[config.mk]
export PLATFORM = sky130hd
export DESIGN_NAME = mult_share_arbiter
export DESIGN_NICKNAME = d
export VERILOG_FILES = /design/src/rtl/mult_share_arbiter.sv
export SDC_FILE = /design/constraint.sdc
export NUM_CORES = 1
export LEC_CHECK = 0
export BUFFER_PORTS_ARGS = -buffer_cell sky130_fd_sc_hd__buf_4
export CAP_MARGIN = 0
export CELL_PAD_IN_SITES_DETAIL_PLACEMENT = 1
export CELL_PAD_IN_SITES_GLOBAL_PLACEMENT = 2
export CORE_ASPECT_RATIO = 1.4
export CORE_UTILIZATION = 26
export CTS_CLUSTER_SIZE = 14
export DETAILED_ROUTE_END_ITERATION = 10
export HOLD_SLACK_MARGIN = 0.12
export PLACE_DENSITY_LB_ADDON = 0.1
export SLEW_MARGIN = 20
export SYNTH_ARGS = -nofsm -noshare
export SYNTH_HDL_FRONTEND = slang
export SYNTH_SLANG_ARGS = --single-unit
[constraint.sdc]
create_clock -name clk -period 2.5 [get_ports clk]
set_clock_uncertainty 0.2 [all_clocks]
set_input_delay 0.25 -clock clk [delete_from_list [all_inputs] [get_ports clk]]
set_output_delay 0.25 -clock clk [all_outputs]
set_load 0.1 [all_outputs]
[src/rtl/mult_share_arbiter.sv]
// mult_share_arbiter
//   Shares one external combinational WIDTH-bit multiplier between two
//   requesters. A request is granted round-robin, its operands are latched
//   onto the multiplier for SETTLE cycles, and then the product and overflow
//   flag are captured and returned on a single response port, tagged with
//   the id of the requester that issued it.
//
// Ports
//   clk, rst_n            clock (rising edge), asynchronous active-low reset
//   reqN_valid/ready      request handshake, N = 0,1 (ready is combinational)
//   reqN_op1/op2/signed   operands and signedness of requester N
//   mult_op1/op2/signed   latched operands driven to the shared multiplier
//   mult_result, mult_of  multiplier product (low WIDTH bits) and overflow
//   rsp_valid/ready       response handshake
//   rsp_id/result/of      requester id, captured product, captured overflow
module mult_share_arbiter #(
  parameter int WIDTH  = 8,
  parameter int SETTLE = 1   // 1..15
) (
  input  logic             clk,
  input  logic             rst_n,
  input  logic             req0_valid,
  output logic             req0_ready,
  input  logic [WIDTH-1:0] req0_op1,
  input  logic [WIDTH-1:0] req0_op2,
  input  logic             req0_signed,
  input  logic             req1_valid,
  output logic             req1_ready,
  input  logic [WIDTH-1:0] req1_op1,
  input  logic [WIDTH-1:0] req1_op2,
  input  logic             req1_signed,
  output logic [WIDTH-1:0] mult_op1,
  output logic [WIDTH-1:0] mult_op2,
  output logic             mult_signed,
  input  logic [WIDTH-1:0] mult_result,
  input  logic             mult_of,
  output logic             rsp_valid,
  input  logic             rsp_ready,
  output logic             rsp_id,
  output logic [WIDTH-1:0] rsp_result,
  output logic             rsp_of
);

  typedef enum logic [1:0] {IDLE, ISSUE, RESP} state_t;

  localparam logic [3:0] SETTLE_C = 4'(SETTLE);

  state_t           state_q, state_d;
  logic [3:0]       cnt_q, cnt_d;
  logic             last_grant_q, last_grant_d;
  logic [WIDTH-1:0] op1_q, op1_d;
  logic [WIDTH-1:0] op2_q, op2_d;
  logic             sgn_q, sgn_d;
  logic             rsp_valid_q, rsp_valid_d;
  logic             rsp_id_q, rsp_id_d;
  logic [WIDTH-1:0] rsp_result_q, rsp_result_d;
  logic             rsp_of_q, rsp_of_d;
  logic             grant;

  // Under contention the requester that did not win last time goes next;
  // otherwise the sole valid requester wins.
  assign grant = (req0_valid && req1_valid) ? ~last_grant_q : req1_valid;

  always_comb begin
    state_d      = state_q;
    cnt_d        = cnt_q;
    last_grant_d = last_grant_q;
    op1_d        = op1_q;
    op2_d        = op2_q;
    sgn_d        = sgn_q;
    rsp_valid_d  = rsp_valid_q;
    rsp_id_d     = rsp_id_q;
    rsp_result_d = rsp_result_q;
    rsp_of_d     = rsp_of_q;
    req0_ready   = 1'b0;
    req1_ready   = 1'b0;

    case (state_q)
      IDLE: begin
        if (req0_valid || req1_valid) begin
          // Readies are masked while reset is held so every output reads 0.
          req0_ready   = rst_n & ~grant;
          req1_ready   = rst_n & grant;
          op1_d        = grant ? req1_op1 : req0_op1;
          op2_d        = grant ? req1_op2 : req0_op2;
          sgn_d        = grant ? req1_signed : req0_signed;
          last_grant_d = grant;
          cnt_d        = SETTLE_C;
          state_d      = ISSUE;
        end
      end
      ISSUE: begin
        if (cnt_q == 4'd1) begin
          // last_grant still names the requester whose operation is in flight.
          rsp_result_d = mult_result;
          rsp_of_d     = mult_of;
          rsp_id_d     = last_grant_q;
          rsp_valid_d  = 1'b1;
          cnt_d        = 4'd0;
          state_d      = RESP;
        end else begin
          cnt_d = cnt_q - 4'd1;
        end
      end
      RESP: begin
        if (rsp_ready) begin
          rsp_valid_d = 1'b0;
          state_d     = IDLE;
        end
      end
      default: state_d = IDLE;
    endcase
  end

  always_ff @(posedge clk or negedge rst_n) begin
    if (!rst_n) begin
      state_q      <= IDLE;
      cnt_q        <= 4'd0;
      last_grant_q <= 1'b1;
      op1_q        <= '0;
      op2_q        <= '0;
      sgn_q        <= 1'b0;
      rsp_valid_q  <= 1'b0;
      rsp_id_q     <= 1'b0;
      rsp_result_q <= '0;
      rsp_of_q     <= 1'b0;
    end else begin
      state_q      <= state_d;
      cnt_q        <= cnt_d;
      last_grant_q <= last_grant_d;
      op1_q        <= op1_d;
      op2_q        <= op2_d;
      sgn_q        <= sgn_d;
      rsp_valid_q  <= rsp_valid_d;
      rsp_id_q     <= rsp_id_d;
      rsp_result_q <= rsp_result_d;
      rsp_of_q     <= rsp_of_d;
    end
  end

  assign mult_op1    = op1_q;
  assign mult_op2    = op2_q;
  assign mult_signed = sgn_q;
  assign rsp_valid   = rsp_valid_q;
  assign rsp_id      = rsp_id_q;
  assign rsp_result  = rsp_result_q;
  assign rsp_of      = rsp_of_q;

endmodule

==> results of run 1 <==
critical path: stages, from the launching register on:
cell and delay [ns]:
dfstp_2 0.39, a21boi_2 0.65, and3_1 0.27, buf_4 0.29
logic make-up after synthesis:
kind of cell,count (synthesis),synth area share [%]
buffers and inverters,14,4.94
XOR/XNOR,1,0.532
AO/OA/AOI/OAI,45,16.3
flip-flops,35,53.3
adder cells (fa/ha/maj),2,1.52
AND/OR/NAND/NOR,51,14.4
multiplexers,11,9.12
repair_timing:
action / in CTS / in global routing
resized for setup: 0 / 0
hold buffers: 45 / 0
endpoints found under the hold margin: 62 / 0
flip-flops by register name, indices dropped and copies added (netlist names):
signal / cells
mult_op1: 8
mult_op2: 8
rsp_result: 8
cnt_q: 4
state_q: 2
last_grant_q: 1
mult_signed: 1
rsp_id: 1
rsp_of: 1
rsp_valid: 1
area by class of cell:
class,instances,share of cell area (%)
well taps,70,3.06
multi-input cells,110,24.0
flip-flops and latches,35,30.6
repair buffers,126,37.0
inverters,4,0.524
clock buffers,5,2.40
clock inverters,3,2.36
through the flow:
| step | area, um2 | instances |
|---|---|---|
| after floorplan | 1650 | 159 |
| after global placement | 2280 | 300 |
| after detailed placement | 2280 | 300 |
| after CTS | 2860 | 353 |
| after global routing | 2860 | 353 |
| final | 2860 | 353 |
path summary, 6_finish.rpt:
check                         startpoint             to  slack (ns)  depth (start not counted)
min                                rst_n    mult_op1[2]        0.14                          2
min in group clk              req1_valid       cnt_q[3]        0.18                          4
min reg2reg                rsp_result[2]  rsp_result[2]        0.31                          1
max                         last_grant_q     req1_ready        0.16                          3
max in group asynchronous          rst_n   last_grant_q        1.33                          3
max reg2reg                 last_grant_q    mult_op2[2]        0.30                          4
Yosys cell counts (all sizes together) (2+ instances only):
library cell  count  area [um2]
nor2              2        10.0
ha                2        25.0
o21ai             6        30.0
dfrtp            34         851
buf               6        51.3
a31oi            17         106
and3              2        12.5
clkbuf            4        15.0
mux2             11         150
inv               4        15.0
nand2            36         135
a21oi            17        85.1
nand2b            3        26.3
nor3              2        10.0
layer usage:
| metal | vias up | GRT usage, % |
|---|---|---|
| met5 | - | 0 |
| met4 | 0 | 5.95 |
| met3 | 10 | 4.08 |
| met2 | 51 | 31.4 |
| met1 | 810 | 20.8 |
| li1 | 798 | - |
==> flow_metrics.tcl, run 1 <==
set metrics [dict create \
    status "complete, no violations" \
    insertion_delay_ns 0.29 \
    multi_input_area_um2 688 \
    die_h_um 96.2 \
    final_common_cell "buf_4" \
    synth_edf_count 0 \
    seq_area_um2 877 \
    numPortBuffers 77 \
    core_um2 5990 \
    vias 1669 \
    fmax_mhz 427 \
    cts_made_buffers 5 \
    max_slew_margin_pct 43.5 \
    synth_warnings 0 \
    path_class "register to output port" \
    fin_util_pct 47.8 \
    fin_crit_ns 2.34 \
    start_kind "register" \
    pre_cts_slack_ns 0.382 \
    syn_to_final_growth_pct 73.9 \
    syn_area_per_cell_um2 10.4 \
    gp_congestion 0.675 \
    finalHoldViolCount 0 \
    setup_tns_ns 0 \
    cp.required_ns 2.05 \
    drc 0 \
    ys_ff_latch 35 \
    drt-initial-drc-count 33 \
    antenna_found_initial 0 \
    initial_core_util_pct 27.5 \
    finalNetCount 332 \
    hp-class "input pin to asynchronous set/reset pin" \
    ios 78 \
    crit_arrival_ns 1.89 \
    synth_area_um2 1650 \
    n_antenna_cell 0 \
    met1_length_um 2250 \
    cts_buffer_depth 2 \
    setup_viol 0 \
    tritoncts "yes" \
    clock_sinks 35 \
    rsz0062_at_grt "false" \
    wire_per_inst_um 15.5 \
    topRoutingLayerUsed "met4" \
    dp_hpwl_um 3640 \
    first_pass_iters 4 \
    grt_pass1_vias 1863 \
    grt_max_degree 28 \
    htreeDepth 2 \
    placementRows 33 \
    maxCapViolations 0 \
    syn-num-nets 209 \
    fin_crit_sh_pct 93.7 \
    fin_ws_ns 0.157 \
    wl_met2_um 2870 \
    die_x_um 69.3 \
    nFillCells 680 \
    drive_gt1_share_pct 38.2 \
    design.die.area_um2 6660 \
    worstMarginPinSlew_ns 0.843 \
    grt_pass1_wl_um 9190 \
    netlist_instances 159 \
    grt_overflow 0 \
    wl_um 5460 \
    ant_nets 0 \
    grtUsageTotal_pct 17.6 \
    ys.flop_type "dfrtp_1" \
    final_cell_mix "buf_4, dlygate4sd3_1, nand2_1" \
    cp_max_fo 19 \
    slew_violations 0 \
    path_clk_slew_ns 0.08 \
    async_reset_ff_share_pct 100 \
    endpoint_kind "output port" \
    yosysSeqAreaShare_pct 53.3 \
    finalHoldWorstSlack_ns 0.140 \
    root_buffer "clkbuf_8" \
    met3_length_um 229 \
    vias_per_cell 4.73 \
    synth_cell_types 32 \
    post_cts_buffers 0 \
]
Power of run 1 is not shown: default switching activity piles up to over one toggle a cycle in this logic, so the estimate is an artifact.
==> run 2, diff against run 1 <==
Clock period 2.5 ns to 2.2 ns, I/O delays scaled along.
==> run 2 against run 1 <==
  * Largest cell class unchanged
  * First-iteration DRC count increased by 45%
  * Wire length down 0.48%
  * Core utilization is 0.17 points lower
  * Register-to-register slack worse by 0.20 ns
  * Final cell count is 0.85% higher
  * Highest routed layer unchanged
  * Count of clock-buffer cells in the layout is 2 higher
  * Sequential share of layout area grew 0.11 points
  * Sequential cell count did not move
  * Global-route usage about the same
  * Via count grew 2.6%
  * Worst setup slack worse by 0.059 ns
  * Die area stayed put
==> flow_metrics.tcl, run 2 (synthesis gave the netlist of run 1 again) <==
set metrics [dict create \
    setup_viol 0 \
    rsz0062_at_grt "false" \
    gp_congestion 0.715 \
    die_h_um 96.2 \
    start_kind "register" \
    crit_arrival_ns 2.07 \
    antenna_found_initial 0 \
    first_pass_iters 4 \
    final_cell_mix "buf_4, dlygate4sd3_1, nand2_1" \
    htreeDepth 2 \
    syn_to_final_growth_pct 73.3 \
    wl_um 5430 \
    wire_per_inst_um 15.3 \
    worst-r2r-cell-count 5 \
    crit_chain "inv_1 > ha_1 > nand2b_1 > or3_1 > mux2_4" \
    hp-class "input pin to register" \
    endpoint_kind "register" \
    grtUsageTotal_pct 17.6 \
    cp_max_fo 13 \
    path_clk_slew_ns 0.07 \
    vias_per_cell 4.81 \
    finalNetCount 335 \
    cp.required_ns 2.17 \
    finalHoldViolCount 0 \
    fin_crit_ns 2.10 \
    drive_gt1_share_pct 38.5 \
    fmax_mhz 476 \
    drt-initial-drc-count 48 \
    maxCapViolations 0 \
    root_buffer "clkbuf_8" \
    cts_made_buffers 5 \
    status "complete, no violations" \
    numPortBuffers 77 \
    ant_nets 0 \
    slew_violations 0 \
    grt_pass1_vias 1919 \
    vias 1712 \
    die_x_um 69.3 \
    insertion_delay_ns 0.28 \
    n_antenna_cell 0 \
    crit_path_max_incr_delay_ns 0.61 \
    design.die.area_um2 6660 \
    cts_buffer_depth 2 \
    ios 78 \
    clock_sinks 35 \
    worst_path_max_delay_cell "or3_1" \
    dp_hpwl_um 3760 \
    final_common_cell "buf_4" \
    worstMarginPinSlew_ns 0.647 \
    setup_tns_ns 0 \
    drc 0 \
    grt_pass1_wl_um 9140 \
    placementRows 33 \
    post_cts_buffers 0 \
    hold_path_depth 4 \
    tritoncts "yes" \
    initial_core_util_pct 27.5 \
    max_slew_margin_pct 56.9 \
    grt_max_degree 30 \
    grt_overflow 0 \
    core_um2 5990 \
    path_class "register to register" \
    fin_crit_sh_pct 95.5 \
]
run 2: changes by cell type in the layout (fill, tap and decap cells not counted), sizes merged:
cell,previous run,this run
buf,81,83
clkinvlp,1,0
clkinv,0,1
bufinv,2,0
dlygate4sd3,45,46
clkbuf,5,7
run 2: timing repair:
action	in CTS	in global routing
hold buffers	46	0
endpoints found under the hold margin	62	0
gates resized for setup	0	2
setup endpoints to repair	0	7
run 2: critical path, delay by kind of cell, from the launching register on:
family,cells,cell delay [ns]
adders and majority gates,1,0.17
buffers and inverters,1,0.12
muxes,1,0.40
and+or+nand+nor,2,0.70
DFF,1,0.39
run 2: path summary, 6_finish.rpt:
check                                start            end  slack, ns
max in group asynchronous            rst_n    mult_op1[0]       0.82
worst min register to register   rsp_valid      rsp_valid       0.32
min in group asynchronous            rst_n  rsp_result[0]       0.34
worst min-delay path            req1_valid       cnt_q[3]       0.19
worst max register to register    cnt_q[1]         rsp_of        0.1
worst max-delay path              cnt_q[1]         rsp_of        0.1
run 2: final cells by class:
| type | instances | area (um2) |
|---|---|---|
| inverters | 4 | 15.0 |
| clock inverters | 1 | 5.00 |
| multi-input cells | 110 | 694 |
| well taps | 70 | 87.6 |
| fillers | 680 | 3130 |
| clock buffers | 7 | 86.3 |
| repair buffers | 129 | 1090 |
| flip-flops and latches | 35 | 877 |
run 2: stage by stage:
step / area, um2 / cells / hold slack, ns / worst slack [ns] / util [%]
floorplan: 1650 / 159 / -0.276 / 0.00236 / -
global placement: 2290 / 302 / -0.147 / 0.248 / 38.3
detailed placement: 2290 / 302 / -0.144 / 0.109 / 38.3
CTS: 2840 / 356 / 0.176 / 0.0183 / 47.5
global route: 2850 / 356 / 0.241 / 0.0240 / 47.6
finish: 2850 / 356 / 0.194 / 0.0982 / 47.6
run 2: metal layers:
metal  vias up  GRT usage, %  wire length [um]
li1        808             -                 -
met1       835          19.2              2150
met2        57          32.9              2940
met3        12          4.40               240
met4         0          6.63                97
met5         -             0                 0
Power of run 2 is left out for the same reason.
